`src/rtl/counter_pkg.sv`:
```
// -----------------------------------------------------------------------------
// counter_pkg
// Shared types and defaults for the counter_capture timestamp stage.
//   cap_state_t   : capture FSM states (IDLE, ARMED, DONE)
//   WIDTH_DEFAULT : default counter width, matches the upstream counter_32bit
//   EPOCH_W_DEFAULT: default overflow-epoch width
//   DEPTH_DEFAULT : default snapshot FIFO depth
//   DROP_CNT_W    : width of the saturating lost-capture counter
// -----------------------------------------------------------------------------
package counter_pkg;

    localparam int WIDTH_DEFAULT   = 32;
    localparam int EPOCH_W_DEFAULT = 8;
    localparam int DEPTH_DEFAULT   = 8;
    localparam int DROP_CNT_W      = 8;

    typedef enum logic [1:0] {
        IDLE  = 2'd0,
        ARMED = 2'd1,
        DONE  = 2'd2
    } cap_state_t;

endpackage : counter_pkg

```
`src/rtl/capture_fifo.sv`:
```
// -----------------------------------------------------------------------------
// capture_fifo
// Synchronous first-word-fall-through FIFO. The head entry is visible on
// o_dout whenever the FIFO is not empty; i_pop consumes it.
// Full/empty come from read/write pointers carrying one extra wrap bit.
//
// Ports:
//   clk, rst   : clock, asynchronous active-high reset
//   i_flush    : synchronous flush, discards all entries
//   i_push     : write i_din (accepted when not full, or full with a pop)
//   i_din      : write data
//   i_pop      : consume head entry (ignored when empty)
//   o_dout     : head entry, forced to 0 when empty
//   o_full     : FIFO holds DEPTH entries
//   o_empty    : FIFO holds no entries
//   o_level    : current occupancy, 0..DEPTH
// -----------------------------------------------------------------------------
module capture_fifo #(
    parameter int DW    = 40,
    parameter int DEPTH = 8
) (
    input  logic                     clk,
    input  logic                     rst,
    input  logic                     i_flush,
    input  logic                     i_push,
    input  logic [DW-1:0]            i_din,
    input  logic                     i_pop,
    output logic [DW-1:0]            o_dout,
    output logic                     o_full,
    output logic                     o_empty,
    output logic [$clog2(DEPTH):0]   o_level
);

    localparam int AW = $clog2(DEPTH);

    logic [DW-1:0] r_mem [DEPTH];
    logic [AW:0]   r_wr_ptr;
    logic [AW:0]   r_rd_ptr;

    logic w_do_pop;
    logic w_do_push;

    assign o_empty = (r_wr_ptr == r_rd_ptr);
    // Same index, opposite wrap bit: writer is one full lap ahead.
    assign o_full  = (r_wr_ptr[AW] != r_rd_ptr[AW]) &&
                     (r_wr_ptr[AW-1:0] == r_rd_ptr[AW-1:0]);
    assign o_level = r_wr_ptr - r_rd_ptr;

    assign w_do_pop  = i_pop & ~o_empty & ~i_flush;
    // A pop in the same cycle frees the slot a full FIFO needs.
    assign w_do_push = i_push & (~o_full | w_do_pop) & ~i_flush;

    // Head is gated so stale storage never leaks out while empty.
    assign o_dout = o_empty ? '0 : r_mem[r_rd_ptr[AW-1:0]];

    always_ff @(posedge clk or posedge rst) begin
        if (rst) begin
            r_wr_ptr <= '0;
            r_rd_ptr <= '0;
        end else if (i_flush) begin
            r_wr_ptr <= '0;
            r_rd_ptr <= '0;
        end else begin
            if (w_do_push) r_wr_ptr <= r_wr_ptr + 1'b1;
            if (w_do_pop)  r_rd_ptr <= r_rd_ptr + 1'b1;
        end
    end

    // Storage needs no reset: entries are only visible between pointers.
    always_ff @(posedge clk) begin
        if (w_do_push) r_mem[r_wr_ptr[AW-1:0]] <= i_din;
    end

endmodule : capture_fifo

```
`src/rtl/counter_capture.sv`:
```
// -----------------------------------------------------------------------------
// counter_capture
// Timestamp capture stage behind counter_32bit. Extends the count with an
// overflow epoch and, on each rising edge of event_in while ARMED, stores
// {epoch, count_in} into a FWFT FIFO drained through a valid/ready stream.
//
// Optional feature macro: CAPTURE_DROP_CNT_EN
//   defined     : drop_cnt is an 8-bit saturating lost-capture counter
//   not defined : drop_cnt is tied to 0 (port kept); dropped still works
//
// Ports:
//   clk, rst      : clock, asynchronous active-high reset
//   count_in      : upstream counter value
//   overflow_in   : upstream overflow level; each rising edge bumps the epoch
//   event_in      : capture trigger level (rising edge captures)
//   arm, cont     : arm pulse; cont selects continuous (1) or single-shot (0)
//   clear         : flush FIFO, clear drop status, return to IDLE
//   cap_valid/cap_ready/cap_data : snapshot stream, cap_data = {epoch, count}
//   cap_level     : FIFO occupancy
//   armed         : FSM is in ARMED
//   dropped       : sticky, a capture hit a full FIFO
//   drop_cnt      : saturating count of lost captures
//   dbg_state     : current FSM state for observation
//
// Stream handshake: a record transfers on a clock edge where cap_valid and
// cap_ready are both high; cap_valid/cap_data hold steady until that edge and
// neither depends combinationally on cap_ready.
// -----------------------------------------------------------------------------
module counter_capture
    import counter_pkg::*;
#(
    parameter int WIDTH   = WIDTH_DEFAULT,
    parameter int EPOCH_W = EPOCH_W_DEFAULT,
    parameter int DEPTH   = DEPTH_DEFAULT
) (
    input  logic                        clk,
    input  logic                        rst,
    input  logic [WIDTH-1:0]            count_in,
    input  logic                        overflow_in,
    input  logic                        event_in,
    input  logic                        arm,
    input  logic                        cont,
    input  logic                        clear,
    output logic                        cap_valid,
    input  logic                        cap_ready,
    output logic [EPOCH_W+WIDTH-1:0]    cap_data,
    output logic [$clog2(DEPTH):0]      cap_level,
    output logic                        armed,
    output logic                        dropped,
    output logic [DROP_CNT_W-1:0]       drop_cnt,
    output cap_state_t                  dbg_state
);

    localparam int DW = EPOCH_W + WIDTH;

    cap_state_t         r_state;
    cap_state_t         w_state_nxt;
    logic               r_cont;
    logic               r_ev_q;
    logic               r_ov_q;
    logic [EPOCH_W-1:0] r_epoch;
    logic               r_dropped;

    logic               w_ev_rise;
    logic               w_ov_rise;
    logic               w_pop;
    logic               w_capture;
    logic               w_push_ok;
    logic               w_refused;
    logic               w_full;
    logic               w_empty;

    // ---------------------------------------------------------------- edges
    assign w_ev_rise = event_in & ~r_ev_q;
    assign w_ov_rise = overflow_in & ~r_ov_q;

    always_ff @(posedge clk or posedge rst) begin
        if (rst) begin
            r_ev_q <= 1'b0;
            r_ov_q <= 1'b0;
        end else begin
            r_ev_q <= event_in;
            r_ov_q <= overflow_in;
        end
    end

    // Epoch survives clear; only reset returns it to 0. A capture in the
    // same cycle sees the pre-increment value because it reads r_epoch.
    always_ff @(posedge clk or posedge rst) begin
        if (rst)            r_epoch <= '0;
        else if (w_ov_rise) r_epoch <= r_epoch + 1'b1;
    end

    // ------------------------------------------------------- capture / drop
    assign w_pop     = cap_valid & cap_ready;
    assign w_capture = (r_state == ARMED) & w_ev_rise & ~clear;
    assign w_push_ok = w_capture & (~w_full | w_pop);
    assign w_refused = w_capture & ~w_push_ok;

    always_ff @(posedge clk or posedge rst) begin
        if (rst)            r_dropped <= 1'b0;
        else if (clear)     r_dropped <= 1'b0;
        else if (w_refused) r_dropped <= 1'b1;
    end

`ifdef CAPTURE_DROP_CNT_EN
    logic [DROP_CNT_W-1:0] r_drop_cnt;

    always_ff @(posedge clk or posedge rst) begin
        if (rst)
            r_drop_cnt <= '0;
        else if (clear)
            r_drop_cnt <= '0;
        else if (w_refused && (r_drop_cnt != {DROP_CNT_W{1'b1}}))
            r_drop_cnt <= r_drop_cnt + 1'b1;
    end

    assign drop_cnt = r_drop_cnt;
`else
    assign drop_cnt = '0;
`endif

    // ------------------------------------------------------------------ FSM
    always_ff @(posedge clk or posedge rst) begin
        if (rst) begin
            r_state <= IDLE;
            r_cont  <= 1'b0;
        end else begin
            r_state <= w_state_nxt;
            if (arm && !clear) r_cont <= cont;
        end
    end

    always_comb begin
        w_state_nxt = r_state;
        if (clear) begin
            w_state_nxt = IDLE;
        end else if (arm) begin
            w_state_nxt = ARMED;
        end else begin
            case (r_state)
                // Single-shot finishes only on a capture that actually
                // landed in the FIFO; a refused one keeps waiting.
                ARMED:   if (w_push_ok && !r_cont) w_state_nxt = DONE;
                default: w_state_nxt = r_state;
            endcase
        end
    end

    assign armed     = (r_state == ARMED);
    assign dropped   = r_dropped;
    assign dbg_state = r_state;

    // ----------------------------------------------------------------- FIFO
    capture_fifo #(
        .DW    (DW),
        .DEPTH (DEPTH)
    ) u_fifo (
        .clk     (clk),
        .rst     (rst),
        .i_flush (clear),
        .i_push  (w_push_ok),
        .i_din   ({r_epoch, count_in}),
        .i_pop   (w_pop),
        .o_dout  (cap_data),
        .o_full  (w_full),
        .o_empty (w_empty),
        .o_level (cap_level)
    );

    assign cap_valid = ~w_empty;

endmodule : counter_capture

```
`config.mk`:
```
export PLATFORM = sky130hd
export DESIGN_NAME = counter_capture
export DESIGN_NICKNAME = d
export VERILOG_FILES = /design/src/rtl/counter_pkg.sv /design/src/rtl/capture_fifo.sv /design/src/rtl/counter_capture.sv
export SDC_FILE = /design/constraint.sdc
export NUM_CORES = 1
export LEC_CHECK = 0
export CORE_AREA = 2 2 155 157
export CTS_BUF_LIST = sky130_fd_sc_hd__clkbuf_16
export DETAILED_ROUTE_END_ITERATION = 8
export DIE_AREA = 0 0 157 159
export PLACE_DENSITY = 0.78
export SETUP_SLACK_MARGIN = 0.5
export SLEW_MARGIN = 20
export SYNTH_ARGS = -nofsm -noshare
export SYNTH_HDL_FRONTEND = slang
export SYNTH_HIERARCHICAL = 1
export SYNTH_SLANG_ARGS = --single-unit
export TNS_END_PERCENT = 5
```
`constraint.sdc`:
```
create_clock -name clk -period 6.12 [get_ports clk]
set_input_delay 0.918 -clock clk [delete_from_list [all_inputs] [get_ports clk]]
set_output_delay 0.918 -clock clk [all_outputs]
set_load 0.02 [all_outputs]
```
=== Word-level counts from Yosys, hierarchy flattened ===
Memory sizes are Yosys's and may differ from the RTL's.
Index checks and enable logic that the tools add are counted.
Widths: inputs -> output; s select.

* Register bits after elaboration: 22
* Latch bits: 0
* Bits in writable memories: 320
* Bits in read-only memories: 0
* Input bits: 40
* Memories kept: 1

{| class="wikitable"
|+ Memories
! name !! depth !! bits a word !! rd ports !! clocked after Yosys merged registers in !! write ports !! line !! source
|-
| u_fifo.r_mem || 8 || 40 || 1 || 0 || 1 || capture_fifo.sv:36 || <nowiki>logic [DW-1:0] r_mem [DEPTH];</nowiki>
|}

* Add/subtract/negate cells: 4
* $mul: 0
* Div/mod/pow operators: 0
* Order comparisons: 0
* Equality and inequality tests: 4
* Shifts and indexed selects: 0
* Mux-type cells: 13
* Bitwise gates (word level): 19
* Reductions and logical operators: 11

{| class="wikitable"
|+ Operator list
! cell !! number
|-
| $mux 40 || 1
|-
| $mux 4 || 4
|-
| $and 1x1->1 || 11
|-
| $add 4x1->4 const B || 2
|-
| $add 8x1->8 const B || 1
|-
| $mux 2 || 4
|-
| $not 1->1 || 6
|-
| $reduce_bool 2->1 || 3
|-
| $reduce_bool 3->1 || 2
|-
| $eq 4x4->1 || 1
|-
| $mux 1 || 4
|-
| $sub 4x4->4 || 1
|-
| $eq 3x3->1 || 1
|-
| $logic_and 1x1->1 || 3
|-
| $eq 2x1->1 const B || 1
|-
| $logic_not 1->1 || 2
|-
| $or 1x1->1 || 2
|-
| $reduce_and 2->1 || 1
|-
| $ne 1x1->1 || 1
|}

=== Logic depth before layout (Yosys ltp) ===
Gate-level depths: netlist of the first run.

* Depth after elaboration: 10
* Gate-level depth with buffers: 12
* Depth with buffers taken out: 10

=== Hierarchy ===
The synthesis of the first run kept the hierarchy.

{| class="wikitable"
|+ By module, submodules not included
! module !! instances !! cells an instance !! area each (µm²)
|-
| capture_fifo || 1 || 543 || 12559.5
|-
| counter_capture || 1 || 58 || 688.2
|}

=== Least setup slack after synthesis of the first run ===
OpenSTA, ideal clock, no wires.

* Kind: reg-to-reg
* From: reg u_fifo.r_rd_ptr[1]
* To: mem u_fifo.r_mem[2][0] (enable)
* Library setup time: 0.487 ns
* Arrival time: 4.913 ns
* Required time: 5.633 ns
* Path slack: 0.720 ns
* Cell stages (with the launch flop): 11
* Clock period less this slack: 5.400 ns
* Cells stage by stage: dfrtp_1 buf_2 buf_2 inv_1 ha_1 nand3_1 nor2_2 nand2b_1 a211oi_4 nand4_1 nor3_1

* Elaborated cells on any way between the ends: 15
* Classes of those cells: eq/ne: 2; mux: 2; bitwise: 10; reduce/logical: 1

{| class="wikitable"
|+ RTL lines
! item !! line !! source
|-
| from (decl) || capture_fifo.sv:38 || <nowiki>logic [AW:0] r_rd_ptr;</nowiki>
|-
| from (signal assigned) || capture_fifo.sv:65 || <nowiki>if (w_do_pop) r_rd_ptr <= r_rd_ptr + 1'b1;</nowiki>
|-
| $eq 4x4->1 || capture_fifo.sv:43 || <nowiki>assign o_empty = (r_wr_ptr == r_rd_ptr);</nowiki>
|-
| named net w_empty || counter_capture.sv:71 || <nowiki>logic w_empty;</nowiki>
|-
| $not 1->1 || counter_capture.sv:171 || <nowiki>assign cap_valid = ~w_empty;</nowiki>
|-
| $and 1x1->1 || counter_capture.sv:95 || <nowiki>assign w_pop = cap_valid & cap_ready;</nowiki>
|-
| $or 1x1->1 || counter_capture.sv:97 || <nowiki>assign w_push_ok = w_capture & (~w_full | w_pop);</nowiki>
|-
| $and 1x1->1 || counter_capture.sv:97 ||
|-
| named net w_push_ok || counter_capture.sv:68 || <nowiki>logic w_push_ok;</nowiki>
|-
| $and 1x1->1 (2 in series) || capture_fifo.sv:51 || <nowiki>assign w_do_push = i_push & (~o_full | w_do_pop) & ~i_flush;</nowiki>
|-
| $mux 1 || capture_fifo.sv:71 || <nowiki>if (w_do_push) r_mem[r_wr_ptr[AW-1:0]] <= i_din;</nowiki>
|-
| $mux 1 (not written as such) || capture_fifo.sv:71 ||
|-
| to (decl) || capture_fifo.sv:36 ||
|}

The timed path passes the listed nets, and every way through them passes these cells.

=== Worst setup path in the final report of the first run ===
* From: reg u_fifo.r_rd_ptr[0]
* To: out cap_data[1]

* Word-level cells in the longest chain between the ends: 2
* Elaborated cells on any way between the ends: 3
* Classes of those cells: eq/ne: 1; mux: 1; memory: 1

{| class="wikitable"
|+ RTL lines
! item !! line !! source
|-
| $eq 4x4->1 || capture_fifo.sv:43 ||
|-
| named net w_empty || counter_capture.sv:71 ||
|-
| $mux 40 || capture_fifo.sv:54 || <nowiki>assign o_dout = o_empty ? '0 : r_mem[r_rd_ptr[AW-1:0]];</nowiki>
|-
| to (decl) || counter_capture.sv:46 || <nowiki>output logic [EPOCH_W+WIDTH-1:0] cap_data,</nowiki>
|}

The timed path passes the listed nets, and every way through them passes these cells.

==> metrics.cfg, run 1 <==
[floorplan]
die_area_sq_um = 24960
design.core.area_sq_um = 23190
rows = 56
floorplan.initialDensity = 0.5712
die_width_microns = 157
die_h_microns = 159
ios = 97

[power]
ir_drop_v = 0.0001999
leakage_nw = 4.989
power.density_nw_per_um2 = 309.5
power.share.switching = 0.1947
finalPower_mw = 4.833
p_int_mw = 3.892
clockPowerShare = 0.417
combPwrFrac = 0.027
power_frac_seq = 0.556
p_sw_uw = 941.2

[yosys]
ys_ff_latch = 342
syn_area_sq_um = 13250
synth_warnings = 6
ys_types = 42
avgSynthCellArea_sq_um = 22.04
synth_sequential_area_ratio = 0.7669
syn-instance-count = 601

[cells_and_area]
stdcell_area_sq_um = 15620
nets = 760
syn_to_final_growth_pct = 17.90
diodes = 0
drive_gt1_frac = 0.2169
postLayoutCoreUtil = 0.6734

[setup_path]
critPathBufInv = 2
slowest_stage = dfrtp_4
rr_endpoint = u_fifo/r_mem[1][37]$_DFFE_PP_
regToRegStartpoint = u_fifo/r_rd_ptr[0]$_DFFE_PP0P_
slowest_delay_ps = 890
crit_chain = ha_1, nand3_1, nor2_2, nor2_4, buf_4, a22o_1, clkdlybuf4s50_1
crit_family = simple AND/OR/NAND/NOR gates
start_kind = flop
critPathArrivalTime_ps = 4060
cp.required_ps = 5200
ff2ff_path_depth = 8
worstSetupPathType = flop to output pin
crit_path_end_kind = output pin
rrSetupSlack_ps = 1830
critPathMaxFanout = 37

[detailed_routing]
wl_per_cell_microns = 24.81
via_per_inst = 6.059
first_pass_iters = 5
drtIter0Drc = 468
num_vias = 6374
routed_wl_microns = 26110
ant_nets = 0
drc = 0

[clocking]
cts-root-buf = clkbuf_16
clock_latency_ps = 510
cts.sinks = 342
cts.clk_slew.worst_paths_ps = 60
cts_buffer_depth = 3
hold_buffers = 0
cts_resized = 0
post_cts_buffers = 0
cts_buffers = 35
cts_max_level = 2
cts_tree = yes

[placement]
hpwl_microns = 14370
dpl-instance-area_sq_um = 14530
portBuffers = 88
place_ws_ps = 1648
place_congestion = 0.8284

[grt]
grt_pass1_wl_microns = 40560
track_usage = 0.2192
antenna_found_initial = 1
gr-total-overflow = 0
first_global_vias = 6872
grt_max_degree = 49

[timing]
setup_viol = 0
finalCritPeriodShare = 0.8133
finalSetupTns_ps = 0
slew_violations = 0
worst_slack_ps = 1143
hold_violations = 0
layout_min_cycle_time_ps = 4977
slew_headroom = 0.3188
max_freq_mhz = 200.9
rsz0062_at_grt = false
tightest_slew_ps = 1019
skew_ps = 16.86

[worst_hold_path]
hold-path-cell-count = 1
min-delay-path-class = flop to flop
holdPathEnd = dropped$_DFFE_PP0P_
hp-start = dropped$_DFFE_PP0P_

[status]
status = finished clean

[job]
cap_violations = 0

## layer usage
layer / vias up / share of wire / GRT usage
met3: 44 / 0.077 / 0.04355
met2: 299 / 0.50 / 0.3553
met1: 3314 / 0.40 / 0.3101
li1: 2715 / - / -
met5: - / 0.00069 / 0
met4: 2 / 0.020 / 0.06088
## layout make-up
class,count,area (sq um)
inverters,14,52.55
fillers,1404,7574
flip-flops and latches,342,10170
repair buffers,104,1013
clock buffers,37,925.9
clock inverters,20,158.9
well taps,319,399.1
multi-input cells,216,2902
## power groups by stage
stage	combinational, mW	sequential, mW	clock (mW)
2_1_floorplan	0.0642	2.71	0
3_3_place_gp	0.123	2.73	0
3_5_place_dp	0.130	2.73	0
4_1_cts	0.132	2.69	2.06
5_1_grt	0.142	2.69	2.14
6_report	0.130	2.69	2.02
## Yosys cell counts
cell / n / area, sq um
o21ai_0: 2 / 10.01
buf_1: 1 / 3.750
a21boi_0: 1 / 7.510
and4b_1: 1 / 10.01
nand4_1: 8 / 50.05
nor3_1: 2 / 10.01
a211oi_4: 1 / 20.02
a211oi_1: 1 / 7.510
nand4bb_4: 1 / 27.53
a22o_1: 41 / 359.1
nand2_1: 5 / 18.77
xor2_1: 3 / 26.28
o311ai_1: 1 / 8.760
and3_1: 2 / 12.51
mux4_2: 80 / 1802
ha_1: 6 / 75.07
clkbuf_1: 8 / 30.03
a21oi_1: 3 / 15.01
and2b_1: 1 / 7.510
a32o_1: 1 / 10.01
dfrtp_1: 22 / 550.5
fa_1: 1 / 20.02
conb_1: 1 / 3.750
buf_2: 10 / 50.05
inv_1: 14 / 52.55
mux2_2: 1 / 11.26
nand3_1: 2 / 10.01
nor2b_1: 1 / 6.260
nand2b_1: 2 / 12.51
o31ai_2: 1 / 12.51
a21o_1: 1 / 7.510
xnor2_1: 12 / 105.1
mux2i_1: 2 / 20.02
edfxtp_1: 320 / 9609
buf_4: 12 / 90.09
buf_6: 5 / 56.30
a31o_2: 1 / 8.760
nor2_2: 1 / 6.260
xor2_2: 1 / 16.27
a31oi_1: 1 / 6.260
nor2_1: 20 / 75.07
or3_1: 1 / 6.260
## through the flow
step / std cells / hold WS (ps)
after detailed placement: 995 / 500.7
final: 1052 / 514.9
after floorplan: 608 / 545.7
after global placement: 994 / 486.8
after global routing: 1052 / 546.5
after CTS: 1052 / 519.6
## layout by cell type, fill, tap and decap left out, drive strengths merged, types with 2 or more instances in the layout
master,n
a211oi,2
a21oi,3
a22o,41
and3,2
buf,16
bufinv,3
clkbuf,37
clkdlybuf4s50,88
clkinv,8
conb,8
dfrtp,22
edfxtp,320
ha,6
inv,23
mux2i,2
mux4,80
nand2,5
nand2b,2
nand3,2
nand4,8
nor2,21
nor3,2
o21ai,2
xnor2,12
xor2,4
## registers in the layout, summed over array words and instances (netlist names)
register         flops
u_fifo/r_rd_ptr      4
r_cont               1
dropped              1
u_fifo/r_wr_ptr      4
r_ev_q               1
dbg_state            2
r_epoch              8
r_ov_q               1
u_fifo/r_mem       320
## cell families after synthesis
group / after synthesis / share of synthesized area
adders and majority gates: 7 / 0.007178
and+or+nand+nor: 47 / 0.01908
AOI/OAI and AO/OA: 55 / 0.03570
muxes: 83 / 0.1384
DFF: 342 / 0.7669
other: 1 / 0.0002831
xor gates and xnor gates: 16 / 0.01115
buffers and inverters: 50 / 0.02134
## worst register-to-register path, stage by stage, from the launching register on
cell and delay [ps]:
dfrtp_4 890, ha_1 400, nand3_1 220, nor2_2 140, nand2b_1 240, a211oi_4 440, nand4_1 430, nor2_4 920
buf_4 340
## how the worst max path moves through the flow
stage                                        end                      startpoint  depth (start not counted)
detailed placement                   cap_data[5]  u_fifo/r_rd_ptr[0]$_DFFE_PP0P_                          7
finish                               cap_data[1]  u_fifo/r_rd_ptr[0]$_DFFE_PP0P_                          7
global placement                     cap_data[4]  u_fifo/r_rd_ptr[0]$_DFFE_PP0P_                          7
global route                         cap_data[1]  u_fifo/r_rd_ptr[0]$_DFFE_PP0P_                          7
CTS                                  cap_data[1]  u_fifo/r_rd_ptr[0]$_DFFE_PP0P_                          7
floorplan           u_fifo/r_mem[2][0]$_DFFE_PP_  u_fifo/r_rd_ptr[1]$_DFFE_PP0P_                         10
Note: power is estimated with default switching activity, not from simulation.
==> inputs of run 2 (changes only) <==
==> constraint.sdc (replaced) <==
create_clock -name clk -period 4.6 [get_ports clk]
set_input_delay 0.69 -clock clk [delete_from_list [all_inputs] [get_ports clk]]
set_output_delay 0.69 -clock clk [all_outputs]
set_load 0.02 [all_outputs]
==> run 2 against run 1 <==
Effect of this change:
- utilization is 0.52 points higher
- largest cell class unchanged
- largest power group unchanged
- global-route usage hardly changed
- critical endpoint is now cap_data[8]
- combinational power is 38% higher
- cell area is 0.77% higher
- critical path type unchanged
- hold slack worse by 3.1 ps
- die area stayed put
==> metrics.cfg, run 2 (synthesized netlist as in run 1, its figures left out) <==
[clocking]
cts_max_level = 2  ; unchanged
cts.sinks = 342  ; unchanged
cts_buffers = 34  ; was 35
hold_buffers = 0  ; unchanged
cts_buffer_depth = 3  ; unchanged
clock_latency_ps = 500  ; was 510 ps
cts-root-buf = clkbuf_16  ; unchanged
cts.clk_slew.worst_paths_ps = 60  ; about the same
cts_tree = yes  ; unchanged

[power]
finalPower_mw = 6.379  ; was 4.833 mW
leakage_nw = 5.019  ; was 4.989 nW
ir_drop_v = 0.0002552  ; was 0.0001999 V
power.density_nw_per_um2 = 405.3  ; was 309.5 nW/um^2

[floorplan]
floorplan.initialDensity = 0.5712  ; unchanged
design.core.area_sq_um = 23190  ; unchanged
ios = 97  ; unchanged
die_area_sq_um = 24960  ; unchanged
die_h_microns = 159  ; unchanged
rows = 56  ; unchanged
die_width_microns = 157  ; unchanged

[cells_and_area]
diodes = 0  ; unchanged
largest_reg_flops = 320  ; unchanged
layout_commonest_cell = edfxtp_1  ; unchanged
fillCellCount = 1389  ; was 1404
drive_gt1_frac = 0.2237  ; was 0.2169
nets = 767  ; was 760
final_cell_mix = edfxtp_1, clkdlybuf4s50_1, mux4_2  ; unchanged
syn_to_final_growth_pct = 18.80  ; was 17.90%

[setup_path]
start_kind = flop  ; unchanged
cp.required_ps = 3910  ; was 5200 ps
crit_family = buffers and inverters  ; was simple AND/OR/NAND/NOR gates
crit_chain = inv_1, ha_1, nand3_1, nor2_4, nor2_4, buf_6, a22o_1, clkdlybuf4s50_1  ; was ha_1, nand3_1, nor2_2, nor2_4, buf_4, a22o_1, clkdlybuf4s50_1
critPathArrivalTime_ps = 3290  ; was 4060 ps
critPathBufInv = 3  ; was 2
cp_common_cell = nor2_4
crit_path_end_kind = output pin  ; unchanged
slowest_stage = clkdlybuf4s50_1  ; was dfrtp_4
slowest_delay_ps = 620  ; was 890 ps
critPathMaxFanout = 27  ; was 37
worstSetupPathType = flop to output pin  ; unchanged

[grt]
track_usage = 0.2188  ; was 0.2192
first_global_vias = 6755  ; was 6872
grt_pass1_wl_microns = 40280  ; was 40560 microns
antenna_found_initial = 0  ; was 1
grt_max_degree = 84  ; was 49
gr-total-overflow = 0  ; unchanged

[detailed_routing]
routed_wl_microns = 26760  ; was 26110 microns
drtIter0Drc = 515  ; was 468
num_vias = 6463  ; was 6374
first_pass_iters = 5  ; unchanged
wl_per_cell_microns = 25.22  ; was 24.81 microns
ant_nets = 0  ; unchanged
via_per_inst = 6.091  ; was 6.059
drc = 0  ; unchanged

[timing]
finalSetupTns_ps = 0  ; unchanged
slew_headroom = 0.4121  ; was 0.3188
hold_violations = 0  ; unchanged
skew_ps = 12.49  ; was 16.86 ps
setup_viol = 0  ; unchanged
layout_min_cycle_time_ps = 3981
max_freq_mhz = 251.2
finalCritPeriodShare = 0.8654
slew_violations = 0  ; unchanged
tightest_slew_ps = 881.8  ; was 1019 ps
rsz0062_at_grt = false  ; unchanged

[worst_hold_path]
min-delay-path-class = input pin to async pin  ; was flop to flop

[job]
cap_violations = 0  ; unchanged

[placement]
hpwl_microns = 14630  ; was 14370 microns
portBuffers = 88  ; unchanged
place_congestion = 0.7587  ; was 0.8284

[status]
status = finished clean  ; unchanged

[run 2: cell count changes in the layout (fill, tap and decap cells not counted), sizes merged]
| cell | previous run | this run |
|---|---|---|
| buf | 16 | 24 |
| inv | 23 | 21 |
| clkinv | 8 | 12 |
| bufinv | 3 | 2 |
[run 2: area by class of cell]
class / instances / area, sq um / share of cell area
Clock inverter: 21 / 136.4 / 0.008665
Inverter: 14 / 52.55 / 0.003339
Tap cell: 319 / 399.1 / 0.02536
Multi-Input combinational cell: 216 / 2919 / 0.1855
Timing Repair Buffer: 112 / 1139 / 0.07234
Clock buffer: 37 / 925.9 / 0.05883
Sequential cell: 342 / 10170 / 0.6460
[run 2: where the power goes]
group	switching [mW]	internal, mW
registers	0.0874	3.49
logic	0.0949	0.0855
clock network	1.07	1.55
total	1.25	5.12
[run 2: worst reg2reg max path: cells and delay by family (launching register included)]
kind                     cells  cell delay (ps)
flip-flops                   1              550
adder cells (fa/ha/maj)      1              350
buffers and inverters        2              580
AO/OA/AOI/OAI                1              440
AND/OR/NAND/NOR              5             1360
[run 2: repair_timing]
| action | CTS | global route |
|---|---|---|
| pin swaps | 2 | 0 |
| buffers inserted | 6 | 0 |
| gates resized for setup | 2 | 1 |
| setup endpoints to repair | 27 | 19 |
| hold endpoints to repair | 0 | 0 |
[run 2: routing by layer]
layer / vias up / wire length [microns] / GRT usage
met4: 0 / 351 / 0.04879
met2: 277 / 13280 / 0.3513
met5: - / 0 / 0
li1: 2732 / - / -
met1: 3428 / 11330 / 0.3224
met3: 26 / 1796 / 0.03783
[run 2: final timing paths]
check | to | start | depth (start not counted) | slack, ps
worst max-delay path | cap_data[8] | u_fifo/r_wr_ptr[0]$_DFFE_PP0P_ | 8 | 620
worst min-delay path | u_fifo/r_rd_ptr[0]$_DFFE_PP0P_ | rst | 2 | 510
worst max register to register | u_fifo/r_mem[3][36]$_DFFE_PP_ | u_fifo/r_wr_ptr[0]$_DFFE_PP0P_ | 9 | 940
worst min register to register | dropped$_DFFE_PP0P_ | dropped$_DFFE_PP0P_ | 1 | 510
max in group asynchronous | r_ov_q$_DFF_PP0_ | rst | 2 | 3650
min in group clk | dropped$_DFFE_PP0P_ | dropped$_DFFE_PP0P_ | 1 | 510
[run 2: metrics by stage]
step	std cells	util	area (sq um)	setup WS, ps	hold slack [ps]
after floorplan	608	-	13280	263.8	505.7
after global placement	997	0.6289	14590	929.3	492.2
after detailed placement	997	0.6289	14590	736.0	494.1
after CTS	1061	0.6784	15730	582.7	501.8
after global routing	1061	0.6786	15740	505.7	532.8
final	1061	0.6786	15740	619.0	511.8
==> inputs of run 3 (changes only) <==
--- a/config.mk
+++ b/config.mk
@@ -5,10 +5,11 @@
 export SDC_FILE = /design/constraint.sdc
 export NUM_CORES = 1
 export LEC_CHECK = 0
-export CORE_AREA = 2 2 155 157
+export CORE_AREA = 2 2 139 174
 export CTS_BUF_LIST = sky130_fd_sc_hd__clkbuf_16
 export DETAILED_ROUTE_END_ITERATION = 8
-export DIE_AREA = 0 0 157 159
+export DIE_AREA = 0 0 141 176
+export GPL_ROUTABILITY_DRIVEN = 0
 export PLACE_DENSITY = 0.78
 export SETUP_SLACK_MARGIN = 0.5
 export SLEW_MARGIN = 20
==> run 3 against run 2 <==
Effect of this change:
- total power fell by 0.15%
- cell area fell by 0.73%
- hold slack got worse by 72 ps
- combinational power fell by 2%
- utilization fell by 0.050 points
- first-iteration DRC count rose by 3.9%
- non-clock buffer count fell by 6
- global-route usage rose by 0.098 points
- fmax rose by 0.76%
- setup slack improved by 30 ps
- flip-flop and latch count did not move
- cell count fell by 3.7%
- largest cell class unchanged
==> metrics.cfg, run 3 (synthesized netlist as in run 1, its figures left out) <==
[timing]
timing.hold.ws_ps = 439.4  ; was 511.8 ps
finalSetupTns_ps = 0  ; unchanged
slew_violations = 0  ; unchanged
tightest_slew_ps = 1161  ; was 881.8 ps
rsz0062_at_grt = false  ; unchanged
worst_slack_ps = 648.9  ; was 619.0 ps
layout_min_cycle_time_ps = 3951  ; was 3981 ps
max_freq_mhz = 253.1  ; was 251.2 MHz
finalCritPeriodShare = 0.8589  ; was 0.8654
slew_headroom = 0.2258  ; was 0.4121
hold_violations = 0  ; unchanged
setup_viol = 0  ; unchanged
skew_ps = 10.19  ; was 12.49 ps

[status]
status = finished clean  ; unchanged

[setup_path]
rrSetupSlack_ps = 820  ; was 940 ps
ff2ff_path_depth = 9  ; unchanged
regToRegStartpoint = u_fifo/r_wr_ptr[0]$_DFFE_PP0P_  ; unchanged
rr_endpoint = u_fifo/r_mem[0][14]$_DFFE_PP_  ; was u_fifo/r_mem[3][36]$_DFFE_PP_
critPathArrivalTime_ps = 3260  ; was 3290 ps
slowest_stage = clkdlybuf4s50_1  ; unchanged
cp.required_ps = 3910  ; about the same
slowest_delay_ps = 630  ; was 620 ps
start_kind = flop  ; unchanged
crit_chain = inv_1, ha_1, nand3_1, nor2_4, nor2_4, buf_12, a22o_1, clkdlybuf4s50_1  ; was inv_1, ha_1, nand3_1, nor2_4, nor2_4, buf_6, a22o_1, clkdlybuf4s50_1
cp-startpoint = u_fifo/r_wr_ptr[0]$_DFFE_PP0P_  ; unchanged
endpoint = cap_data[39]  ; was cap_data[8]
worstSetupPathType = flop to output pin  ; unchanged
cp.depth = 8  ; unchanged
cp_common_cell = nor2_4  ; unchanged
critPathBufInv = 3  ; unchanged
crit_path_end_kind = output pin  ; unchanged
critPathMaxFanout = 40  ; was 27
crit_family = buffers and inverters  ; unchanged

[cells_and_area]
drive_gt1_frac = 0.2234  ; was 0.2237
largest_reg_flops = 320  ; unchanged
layout_commonest_cell = edfxtp_1  ; unchanged
final_cell_mix = edfxtp_1, clkdlybuf4s50_1, mux4_2  ; unchanged
nets = 757  ; was 767
diodes = 0  ; unchanged
regArea_sq_um = 10170  ; unchanged
stdcell_area_sq_um = 15620  ; was 15740 sq um
fillCellCount = 1348  ; was 1389
multi_input_area_sq_um = 2919  ; unchanged
syn_to_final_growth_pct = 17.94  ; was 18.80%

[floorplan]
die_area_sq_um = 24820  ; was 24960 sq um
ios = 97  ; unchanged
die_width_microns = 141  ; was 157 microns
floorplan.initialDensity = 0.5750  ; was 0.5712
rows = 62  ; was 56
die_h_microns = 176  ; was 159 microns
design.core.area_sq_um = 23040  ; was 23190 sq um

[grt]
gr-total-overflow = 0  ; unchanged
grt_max_degree = 84  ; unchanged
first_global_vias = 6967  ; was 6755
track_usage = 0.2198  ; was 0.2188
antenna_found_initial = 1  ; was 0
grt_pass1_wl_microns = 40430  ; was 40280 microns

[detailed_routing]
drtIter0Drc = 535  ; was 515
via_per_inst = 6.231  ; was 6.091
num_vias = 6368  ; was 6463
drc = 0  ; unchanged
first_pass_iters = 5  ; unchanged
routed_wl_microns = 26410  ; was 26760 microns
ant_nets = 0  ; unchanged
wl_per_cell_microns = 25.84  ; was 25.22 microns

[clocking]
cts.sinks = 342  ; unchanged
cts.clk_slew.worst_paths_ps = 70  ; was 60 ps
cts_buffers = 30  ; was 34
cts_max_level = 1  ; was 2
cts-root-buf = clkbuf_16  ; unchanged
cts_buffer_depth = 3  ; unchanged
cts_tree = yes  ; unchanged
clock_latency_ps = 540  ; was 500 ps

[placement]
dpl-instance-area_sq_um = 14550  ; was 14590 sq um
hpwl_microns = 13680  ; was 14630 microns
portBuffers = 88  ; unchanged
place_ws_ps = 826.4  ; was 736.0 ps

[job]
cap_violations = 0  ; unchanged

[worst_hold_path]
min-delay-path-class = input pin to async pin  ; unchanged

[power]
leakage_nw = 4.968  ; was 5.019 nW
ir_drop_v = 0.0002758  ; was 0.0002552 V
power.density_nw_per_um2 = 407.7  ; was 405.3 nW/um^2

run 3: cell count changes in the layout (fill, tap and decap cells not counted), sizes merged:
cell    change
clkbuf      -6
inv         -3
clkinv      +3
buf         -6
bufinv      +4
run 3: routing by layer:
| layer | GRT usage | up-vias | wire, microns | part of all wire |
|---|---|---|---|---|
| li1 | - | 2710 | - | - |
| met1 | 0.2813 | 3334 | 9913 | 0.38 |
| met2 | 0.3837 | 256 | 14190 | 0.54 |
| met3 | 0.03336 | 66 | 1460 | 0.055 |
| met4 | 0.08708 | 2 | 829 | 0.031 |
| met5 | 0 | - | 16 | 0.00061 |
run 3: per-stage QoR:
stage | power, mW | utilization | cells
after floorplan | 3.695 | - | 608
after global placement | 3.789 | 0.6314 | 966
after detailed placement | 3.813 | 0.6314 | 966
after CTS | 6.407 | 0.6771 | 1022
after global routing | 6.544 | 0.6781 | 1022
final | 6.369 | 0.6781 | 1022
run 3: layout make-up:
class | instances | share of cell area
clock buffer | 31 | 0.04965
multi-input combinational | 216 | 0.1868
timing repair buffer | 106 | 0.06903
inverter | 14 | 0.003364
tap | 288 | 0.02306
sequential | 342 | 0.6508
clock inverter | 25 | 0.01730
run 3: worst min-delay path by stage:
stage | from | to | slack [ps] | depth (start not counted)
2_1_floorplan | rst | u_fifo/r_rd_ptr[0]$_DFFE_PP0P_ | 510 | 1
3_3_place_gp | dropped$_DFFE_PP0P_ | dropped$_DFFE_PP0P_ | 490 | 1
3_5_place_dp | dropped$_DFFE_PP0P_ | dropped$_DFFE_PP0P_ | 500 | 1
4_1_cts | rst | u_fifo/r_rd_ptr[2]$_DFFE_PP0P_ | 430 | 2
5_1_grt | rst | u_fifo/r_wr_ptr[0]$_DFFE_PP0P_ | 460 | 2
6_report | rst | u_fifo/r_wr_ptr[0]$_DFFE_PP0P_ | 440 | 2
run 3: what timing repair did:
| action | 4_1_cts | 5_1_grt |
|---|---|---|
| endpoints found under the setup margin | 40 | 40 |
| buffers inserted | 0 | 0 |
| hold buffers | 0 | 0 |
| resized for setup | 2 | 7 |
| pin swaps | 0 | 0 |
run 3: power breakdown:
part / total, mW / switching [mW] / leakage [nW] / internal [mW]
Clock: 2.62 / 1.07 / 0.533 / 1.56
Combinational: 0.176 / 0.0923 / 1.28 / 0.0837
Sequential: 3.57 / 0.0825 / 3.16 / 3.49
Total: 6.37 / 1.24 / 4.97 / 5.13
